**src/rtl/mux3_rr_arbiter_pkg.sv**
```systemverilog
// -----------------------------------------------------------------------------
// mux3_rr_arbiter_pkg
// Shared definitions for the three-way round-robin arbiter slice:
//   - select/owner encodings (SEL_REQ0..SEL_REQ2, SEL_NONE)
//   - arbiter state enum (IDLE, LOCK)
//   - default data width
//   - small helpers to index a 3-bit request vector with a 2-bit select
// No ports (package).
// -----------------------------------------------------------------------------
package mux3_rr_arbiter_pkg;

  localparam int DEFAULT_WIDTH = 32;

  localparam logic [1:0] SEL_REQ0 = 2'b00;
  localparam logic [1:0] SEL_REQ1 = 2'b01;
  localparam logic [1:0] SEL_REQ2 = 2'b10;
  localparam logic [1:0] SEL_NONE = 2'b11;

  typedef enum logic {
    IDLE = 1'b0,
    LOCK = 1'b1
  } arb_state_t;

  // Selects one bit of a per-requester vector; SEL_NONE yields 0 so that
  // an idle owner never looks like a valid or last beat.
  function automatic logic pick_bit(input logic [2:0] v, input logic [1:0] idx);
    case (idx)
      SEL_REQ0: return v[0];
      SEL_REQ1: return v[1];
      SEL_REQ2: return v[2];
      default:  return 1'b0;
    endcase
  endfunction

  // One-hot mask for a select value; SEL_NONE gives an empty mask.
  function automatic logic [2:0] onehot3(input logic [1:0] idx);
    case (idx)
      SEL_REQ0: return 3'b001;
      SEL_REQ1: return 3'b010;
      SEL_REQ2: return 3'b100;
      default:  return 3'b000;
    endcase
  endfunction

endpackage

```
**src/rtl/bit32_3to1mux.sv**
```systemverilog
// -----------------------------------------------------------------------------
// bit32_3to1mux
// Three-to-one word multiplexer. Outputs zero when no input is selected.
// Ports:
//   sel  in  2      00=d0, 01=d1, 10=d2, 11=zero
//   d0   in  WIDTH  input word 0
//   d1   in  WIDTH  input word 1
//   d2   in  WIDTH  input word 2
//   y    out WIDTH  selected word
// -----------------------------------------------------------------------------
module bit32_3to1mux #(
  parameter int WIDTH = 32
) (
  input  logic [1:0]       sel,
  input  logic [WIDTH-1:0] d0,
  input  logic [WIDTH-1:0] d1,
  input  logic [WIDTH-1:0] d2,
  output logic [WIDTH-1:0] y
);

  // Plain word select; the unused code forces the output to zero.
  always_comb begin
    case (sel)
      2'b00:   y = d0;
      2'b01:   y = d1;
      2'b10:   y = d2;
      default: y = '0;
    endcase
  end

endmodule

```
**src/rtl/mux3_rr_arbiter_rr_pick3.sv**
```systemverilog
// -----------------------------------------------------------------------------
// rr_pick3
// Round-robin pick among three requesters. The search starts at the
// requester after ptr and wraps 2 -> 0, so the last winner has lowest priority.
// Ports:
//   req     in  3  request vector, bit i = requester i
//   ptr     in  2  last winner (SEL_NONE is treated like requester 2)
//   winner  out 2  chosen requester, SEL_NONE when nothing requests
//   any     out 1  at least one request present
// -----------------------------------------------------------------------------
module rr_pick3
  import mux3_rr_arbiter_pkg::*;
(
  input  logic [2:0] req,
  input  logic [1:0] ptr,
  output logic [1:0] winner,
  output logic       any
);

  // Priority order rotates with the pointer: ptr=0 -> 1,2,0; ptr=1 -> 2,0,1;
  // ptr=2 -> 0,1,2.
  always_comb begin
    winner = SEL_NONE;
    any    = |req;
    case (ptr)
      SEL_REQ0: begin
        if      (req[1]) winner = SEL_REQ1;
        else if (req[2]) winner = SEL_REQ2;
        else if (req[0]) winner = SEL_REQ0;
      end
      SEL_REQ1: begin
        if      (req[2]) winner = SEL_REQ2;
        else if (req[0]) winner = SEL_REQ0;
        else if (req[1]) winner = SEL_REQ1;
      end
      default: begin
        if      (req[0]) winner = SEL_REQ0;
        else if (req[1]) winner = SEL_REQ1;
        else if (req[2]) winner = SEL_REQ2;
      end
    endcase
  end

endmodule

```
**src/rtl/mux3_rr_arbiter.sv**
```systemverilog
// -----------------------------------------------------------------------------
// mux3_rr_arbiter
// Shares one registered valid/ready output channel between three producers
// with packet-level round-robin grant locking. A grant is taken in IDLE and
// held in LOCK until the owner's last beat transfers.
// Ports:
//   clk            in  1      clock, rising edge
//   rst_n          in  1      asynchronous active-low reset
//   req_valid      in  3      per-requester beat valid
//   req_last       in  3      per-requester end-of-packet, qualified by valid
//   req_data0..2   in  WIDTH  requester words
//   req_ready      out 3      per-requester beat accept (owner only)
//   sel            out 2      mux select, 11 = none
//   out_valid      out 1      output word valid
//   out_data       out WIDTH  registered output word
//   out_last       out 1      registered end-of-packet flag
//   out_ready      in  1      downstream accept
//   owner          out 2      current grant owner, 11 = none
//   timeout_pulse  out 1      (MUX3_ARB_TIMEOUT_EN only) forced release strobe
// Optional feature macro: MUX3_ARB_TIMEOUT_EN releases a grant after TIMEOUT
// consecutive LOCK cycles without owner valid.
// -----------------------------------------------------------------------------
module mux3_rr_arbiter
  import mux3_rr_arbiter_pkg::*;
#(
  parameter int WIDTH = DEFAULT_WIDTH
`ifdef MUX3_ARB_TIMEOUT_EN
  , parameter int TIMEOUT = 16
`endif
) (
  input  logic             clk,
  input  logic             rst_n,
  input  logic [2:0]       req_valid,
  input  logic [2:0]       req_last,
  input  logic [WIDTH-1:0] req_data0,
  input  logic [WIDTH-1:0] req_data1,
  input  logic [WIDTH-1:0] req_data2,
  output logic [2:0]       req_ready,
  output logic [1:0]       sel,
  output logic             out_valid,
  output logic [WIDTH-1:0] out_data,
  output logic             out_last,
  input  logic             out_ready,
  output logic [1:0]       owner
`ifdef MUX3_ARB_TIMEOUT_EN
  , output logic           timeout_pulse
`endif
);

  arb_state_t       state_q, state_d;
  logic [1:0]       sel_d, owner_d;
  logic [1:0]       ptr_q, ptr_d;
  logic [1:0]       pick_winner;
  logic             pick_any;
  logic [WIDTH-1:0] mux_data;
  logic             own_valid, own_last, slot_free, xfer, force_release;

  rr_pick3 u_pick (
    .req    (req_valid),
    .ptr    (ptr_q),
    .winner (pick_winner),
    .any    (pick_any)
  );

  bit32_3to1mux #(.WIDTH(WIDTH)) u_mux (
    .sel (sel),
    .d0  (req_data0),
    .d1  (req_data1),
    .d2  (req_data2),
    .y   (mux_data)
  );

  assign own_valid = pick_bit(req_valid, owner);
  assign own_last  = pick_bit(req_last, owner);
  // The output register can take a word if it is empty or draining this cycle.
  assign slot_free = !out_valid || out_ready;

`ifdef MUX3_ARB_TIMEOUT_EN
  localparam int CNT_W = $clog2(TIMEOUT + 1);
  logic [CNT_W-1:0] stall_cnt;

  // The TIMEOUT-th consecutive stalled LOCK cycle triggers the release.
  assign force_release = (state_q == LOCK) && !own_valid &&
                         (stall_cnt == CNT_W'(TIMEOUT - 1));
  assign timeout_pulse = force_release;

  // Stall counter: counts LOCK cycles without owner valid, cleared by any
  // owner transfer, by leaving LOCK, and by the forced release itself.
  always_ff @(posedge clk or negedge rst_n) begin
    if (!rst_n) begin
      stall_cnt <= '0;
    end else if (state_q != LOCK || xfer || force_release) begin
      stall_cnt <= '0;
    end else if (!own_valid) begin
      stall_cnt <= stall_cnt + 1'b1;
    end
  end
`else
  assign force_release = 1'b0;
`endif

  // Next-state logic: IDLE arbitrates and takes a grant, LOCK serves the
  // owner until its last beat (or a forced release) and then hands the
  // pointer to the owner so it drops to lowest priority.
  always_comb begin
    state_d   = state_q;
    sel_d     = sel;
    owner_d   = owner;
    ptr_d     = ptr_q;
    req_ready = 3'b000;
    xfer      = 1'b0;
    case (state_q)
      IDLE: begin
        if (pick_any) begin
          sel_d   = pick_winner;
          owner_d = pick_winner;
          state_d = LOCK;
        end
      end
      LOCK: begin
        req_ready = onehot3(owner) & {3{slot_free}};
        xfer      = own_valid && slot_free;
        if ((xfer && own_last) || force_release) begin
          ptr_d   = owner;
          sel_d   = SEL_NONE;
          owner_d = SEL_NONE;
          state_d = IDLE;
        end
      end
      default: begin
        state_d = IDLE;
        sel_d   = SEL_NONE;
        owner_d = SEL_NONE;
      end
    endcase
  end

  // State register for the grant FSM, select, owner and round-robin pointer.
  // The pointer resets to 2 so requester 0 wins the first arbitration.
  always_ff @(posedge clk or negedge rst_n) begin
    if (!rst_n) begin
      state_q <= IDLE;
      sel     <= SEL_NONE;
      owner   <= SEL_NONE;
      ptr_q   <= SEL_REQ2;
    end else begin
      state_q <= state_d;
      sel     <= sel_d;
      owner   <= owner_d;
      ptr_q   <= ptr_d;
    end
  end

  // Output stage: loads on a transfer, otherwise empties when the consumer
  // takes the word. Data and last are only written on a load so they stay
  // stable while the consumer stalls.
  always_ff @(posedge clk or negedge rst_n) begin
    if (!rst_n) begin
      out_valid <= 1'b0;
      out_data  <= '0;
      out_last  <= 1'b0;
    end else if (xfer) begin
      out_valid <= 1'b1;
      out_data  <= mux_data;
      out_last  <= own_last;
    end else if (out_ready) begin
      out_valid <= 1'b0;
    end
  end

endmodule

```
**config.mk**
```make
export PLATFORM = sky130hd
export DESIGN_NAME = mux3_rr_arbiter
export DESIGN_NICKNAME = d
export VERILOG_FILES = /design/src/rtl/mux3_rr_arbiter_pkg.sv /design/src/rtl/bit32_3to1mux.sv /design/src/rtl/mux3_rr_arbiter_rr_pick3.sv /design/src/rtl/mux3_rr_arbiter.sv
export SDC_FILE = /design/constraint.sdc
export NUM_CORES = 1
export LEC_CHECK = 0
export ABC_AREA = 1
export CORE_UTILIZATION = 40
export CTS_CLUSTER_SIZE = 10
export DETAILED_ROUTE_END_ITERATION = 6
export PLACE_DENSITY_LB_ADDON = 0.08
export SETUP_SLACK_MARGIN = 0.05
export SLEW_MARGIN = 40
export SYNTH_ARGS = -nofsm -noshare
export SYNTH_HDL_FRONTEND = slang
export SYNTH_HIERARCHICAL = 1
export SYNTH_SLANG_ARGS = --single-unit
export TNS_END_PERCENT = 5
```
**constraint.sdc**
```tcl
create_clock -name clk -period 3.4 [get_ports clk]
set_input_delay 0.68 -clock clk [delete_from_list [all_inputs] [get_ports clk]]
set_output_delay 0.68 -clock clk [all_outputs]
set_load 0.01 [all_outputs]
```
* Word-level counts from Yosys, hierarchy flattened
Cells that the tools add are included.
Word-level totals: bits in registers 39, bits of input ports 105, logic and storage cells 48
Cells by class: eq/ne operators 5, multiplexer cells 25, bitwise logic cells 2, reduce and logical (&&, ||, !) cells 10
Operators by type and width (number):
- $pmux 32 s3 | 1
- $mux 2 | 10
- $pmux 3 s3 | 1
- $pmux 2 s2 | 2
- $mux 1 | 6
- $mux 3 | 2
- $pmux 1 s3 | 2
- $eq 2x1->1 const B | 2
- $logic_not 2->1 | 2
- $reduce_and 2->1 | 2
- $and 3x3->3 | 1
- $reduce_or 3->1 | 1
- $eq 2x2->1 const B | 1
- $logic_and 1x1->1 | 2
- $ne 2x1->1 const B | 1
- $ne 2x2->1 const B | 1
- $pmux 1 s2 | 1
- $reduce_bool 2->1 | 1
- $logic_not 1->1 | 1
- $logic_or 1x1->1 | 1
- $not 1->1 | 1

* Depth between registers and ports, before layout
depth after elaboration 6, gate-level depth with buffers 9, gate-level depth less buffers 8

* By module
The synthesis kept the hierarchy.
By module, submodules not included:
- mux3_rr_arbiter | instances 1, cells an instance 188, area an instance 1635.3 um^2
- bit32_3to1mux | instances 1, cells an instance 148, area an instance 782.0 um^2
- rr_pick3 | instances 1, cells an instance 13, area an instance 56.3 um^2

* Worst setup path after synthesis
OpenSTA, ideal clock, no wires.
path type input port to output port, start point input out_ready, end point output req_ready[0], data arrival time 1.154 ns, setup slack 1.566 ns, stages on the path 4, buffers on the path 0, path through inv_1 > nand2_1 > nand2_1 > nor3_1
Between the ends: word-level cells in the longest chain between the ends 3
Ends and longest elaborated chain:
- from (decl) | line mux3_rr_arbiter.sv:43 | input logic out_ready,
- $logic_or 1x1->1 | line mux3_rr_arbiter.sv:76 | assign slot_free = !out_valid || out_ready;
- $and 3x3->3 | line mux3_rr_arbiter.sv:121 | req_ready = onehot3(owner) & {3{slot_free}};
- $mux 3 | line mux3_rr_arbiter.sv:112 | case (state_q)
- to (decl) | line mux3_rr_arbiter.sv:38 | output logic [2:0] req_ready,
No other way between the ends.

* Final worst setup path
start point input out_ready, end point output req_ready[1]
The elaborated chain is that of the path after synthesis.

==> run metrics <==
status=complete, no violations; DP Area=3796 um^2; Hold Crit Class=in2async; Syn Area/Cell=between 7 and 8 um^2; DRT Pass-1 Iters=4; total core area=5956 um^2; Clock Sinks=39; hpwl dp=just under 5000 um; Fin Hold WS=0.3556 ns; mux contribution to synthesized area=0%; Iter 0 DRT Violations=~110; pin count of the biggest net entering global routing=40; max-slew violations=0; vias per inst=4.915; CP max-delay cell=clkdlybuf4s50_1; postcts setup bufs=0; yosys warns=6; adder-cell share of the synthesized area=0%; Synth Area in Compound Gates=less than 1%; cts repair resizes=0; CTS Buffer Depth=2; Max rail drop VDD=approximately 0.67 mV; leak pwr=1.842 nW; fraction of layout cells with a size suffix above 1=6.080%; ranking of synthesized cells by area=dfrtp_1, nand2_1, nand3_1, buf_6, dfstp_2; period utilization=between 80 and 90%; Final Setup Violations=0; first-pass GRT wire length=approximately 11000 um; Slew @ Worst Pin=about 0.61 ns; clk root buf=clkbuf_8; Final ANT Viol Nets=0; sequential element share of the synthesized area=39.61%; placed cell count=544; std cell rows=28; initial core utilization=roughly two fifths; Fin. Hold Viols=0; Worst Skew=between 0.01 and 0.015 ns; CTS HTree Levels=2; total number of vias=roughly 2.7k; CTS Hold Bufs=0; post-layout util=between 60% and 70%; initial antenna violation count=0; simple-gate share of the synthesized area=between 40% and 50%; vias in the first global route=between 2k and 2.5k; FMAX=about 350 MHz; Clock Pin Slew Worst Setup and Hold Paths=0.07 ns; Placer Congestion=between 0.7 and 0.8; Syn Inst Count=between 300 and 400; worst-path cell chain=clkdlybuf4s50_1 -> inv_1 -> nand2_1 -> nand2_1 -> nor3_1 -> clkdlybuf4s50_1; crit path DAT=between 2 and 2.5 ns; per-cell routed wire length=~13 um; Seq pwr share=a little over a quarter; Clock Latency Late Sink=0.29 ns; CTS tree=built; Layout Nets=581; switching power=between 1 and 1.5 mW; Die H=between 80 and 90 um; syn nets=454; P_int=1.737 mW; Die W=slightly above 80 um; Top delay family on crit path=buffers and inverters; post-route insts no fill=approximately 550; min Tclk post-route=about 2.8 ns; Seq cells post-synth=39; Critical Path Max Stage Delay=0.57 ns; leading area contributor after synthesis=dfrtp_1; final WL=approximately 7400 um; CP bufs+invs=3; P&R area growth vs syn=58.22%; max cap viols=0; crit end category=output port; area of the multi-input gates=approximately 1200 um^2; RSZ-0062 raised after global routing=false; cts bufs inserted=5; clock network power share=roughly an eighth; IO Port Bufs=around 150; total track usage=22.87%; CP Max Fanout=4; share of the synthesized area in the top cell type=36.42%; Netlist cell types=21; I/O pin total=146; Reg area=approximately 1000 um^2; # fillers=529; largest family of logic cells by synthesized area=simple AND/OR/NAND/NOR gates; n_diodes=0; Final Cell Area=around 4000 um^2; Setup TNS=0 ns; power per cell area=slightly above 800 nW/um^2; Die Area=6503 um^2; slew margin rel.=58.98%; sw frac=between 40 and 50%; global route total overflow=0; Combinational Power Share=between 60% and 70%; Req. time, crit path=roughly 2.7 ns; Syn Std Cell Area=2474 um^2; CP Launch Type=primary input; xor/xnor cell area share of the yosys netlist=0%; Remaining DRCs=0; critical path class=in2out
[path summary, 6_finish.rpt]
kind / depth (start not counted) / startpoint / to / slack, ns
hold / removal: 1 / rst_n / out_data[7]$_DFFE_PN0P_ / 0.36
setup reg to reg: 6 / owner[1]$_DFFE_PN1P_ / out_data[20]$_DFFE_PN0P_ / 1.31
setup / recovery: 6 / out_ready / req_ready[1] / 0.58
hold reg to reg: 2 / out_data[2]$_DFFE_PN0P_ / out_data[2]$_DFFE_PN0P_ / 0.48
min in group clk: 2 / out_data[2]$_DFFE_PN0P_ / out_data[2]$_DFFE_PN0P_ / 0.48
max in group asynchronous: 1 / rst_n / ptr_q[1]$_DFFE_PN1P_ / 2.69
[metrics by stage]
stage | setup WS (ns) | power (mW)
6_report | 0.5763 | 3.147
3_5_place_dp | 0.5741 | 2.764
2_1_floorplan | 1.566 | 2.166
3_3_place_gp | 0.5931 | 2.739
5_1_grt | 0.4670 | 3.417
4_1_cts | 0.5596 | 3.173
[power groups by stage]
stage	Combinational, mW	Clock (mW)	Sequential, mW
after global placement	1.89	0	0.847
final	1.91	0.394	0.845
after detailed placement	1.91	0	0.852
after floorplan	1.28	0	0.881
after global routing	2.12	0.427	0.875
after CTS	1.92	0.407	0.847
[synthesized netlist by cell type]
cell / count
buf_2: 8
inv_4: 1
nor2_2: 2
nand3_2: 2
or2_2: 2
buf_6: 14
nand3_1: 103
dfstp_2: 3
nor2_1: 1
dfrtp_1: 36
nor2_8: 1
inv_2: 5
o21ai_1: 2
o21ai_0: 1
o21bai_1: 1
nor3_1: 3
buf_4: 5
nand2_4: 1
nand2_1: 150
nor2_4: 1
inv_1: 7
[sequential cells by signal (all words and copies together) (netlist names)]
signal     count
state_q        1
out_valid      1
owner          2
ptr_q          2
out_last       1
out_data      32
[placed cells by master, fill, tap and decap left out, types with 3 or more instances in the layout]
cell / Yosys / layout
nand2_1: 150 / 150
clkdlybuf4s50_1: 0 / 144
nand3_1: 103 / 103
dfrtp_1: 36 / 36
inv_1: 7 / 7
clkbuf_8: 0 / 6
inv_2: 5 / 5
nor3_1: 3 / 3
buf_4: 5 / 3
dfstp_2: 3 / 3
[kinds of logic after synthesis]
| logic type | Yosys count |
|---|---|
| AO/OA/AOI/OAI | 4 |
| buffers and inverters | 40 |
| flip-flops | 39 |
| AND/OR/NAND/NOR | 266 |
[cell type report]
cell class / instances / share of cell area, %
repair buffers: 147 / 37.40
multi-input cells: 270 / 30.85
flip-flops and latches: 39 / 25.03
well taps: 75 / 2.398
clock buffers: 6 / 2.110
inverters: 13 / 1.311
clock inverters: 2 / 0.8951
[per-layer routing]
layer / routed length, um / vias up / GRT usage [%]
li1: - / 1385 / -
met1: 3219 / 1216 / 27.35
met2: 3526 / 104 / 39.92
met3: 590 / 8 / 5.795
met4: 94 / 0 / 6.964
met5: 0 / - / 0
Power figures use the tool's default switching activity.
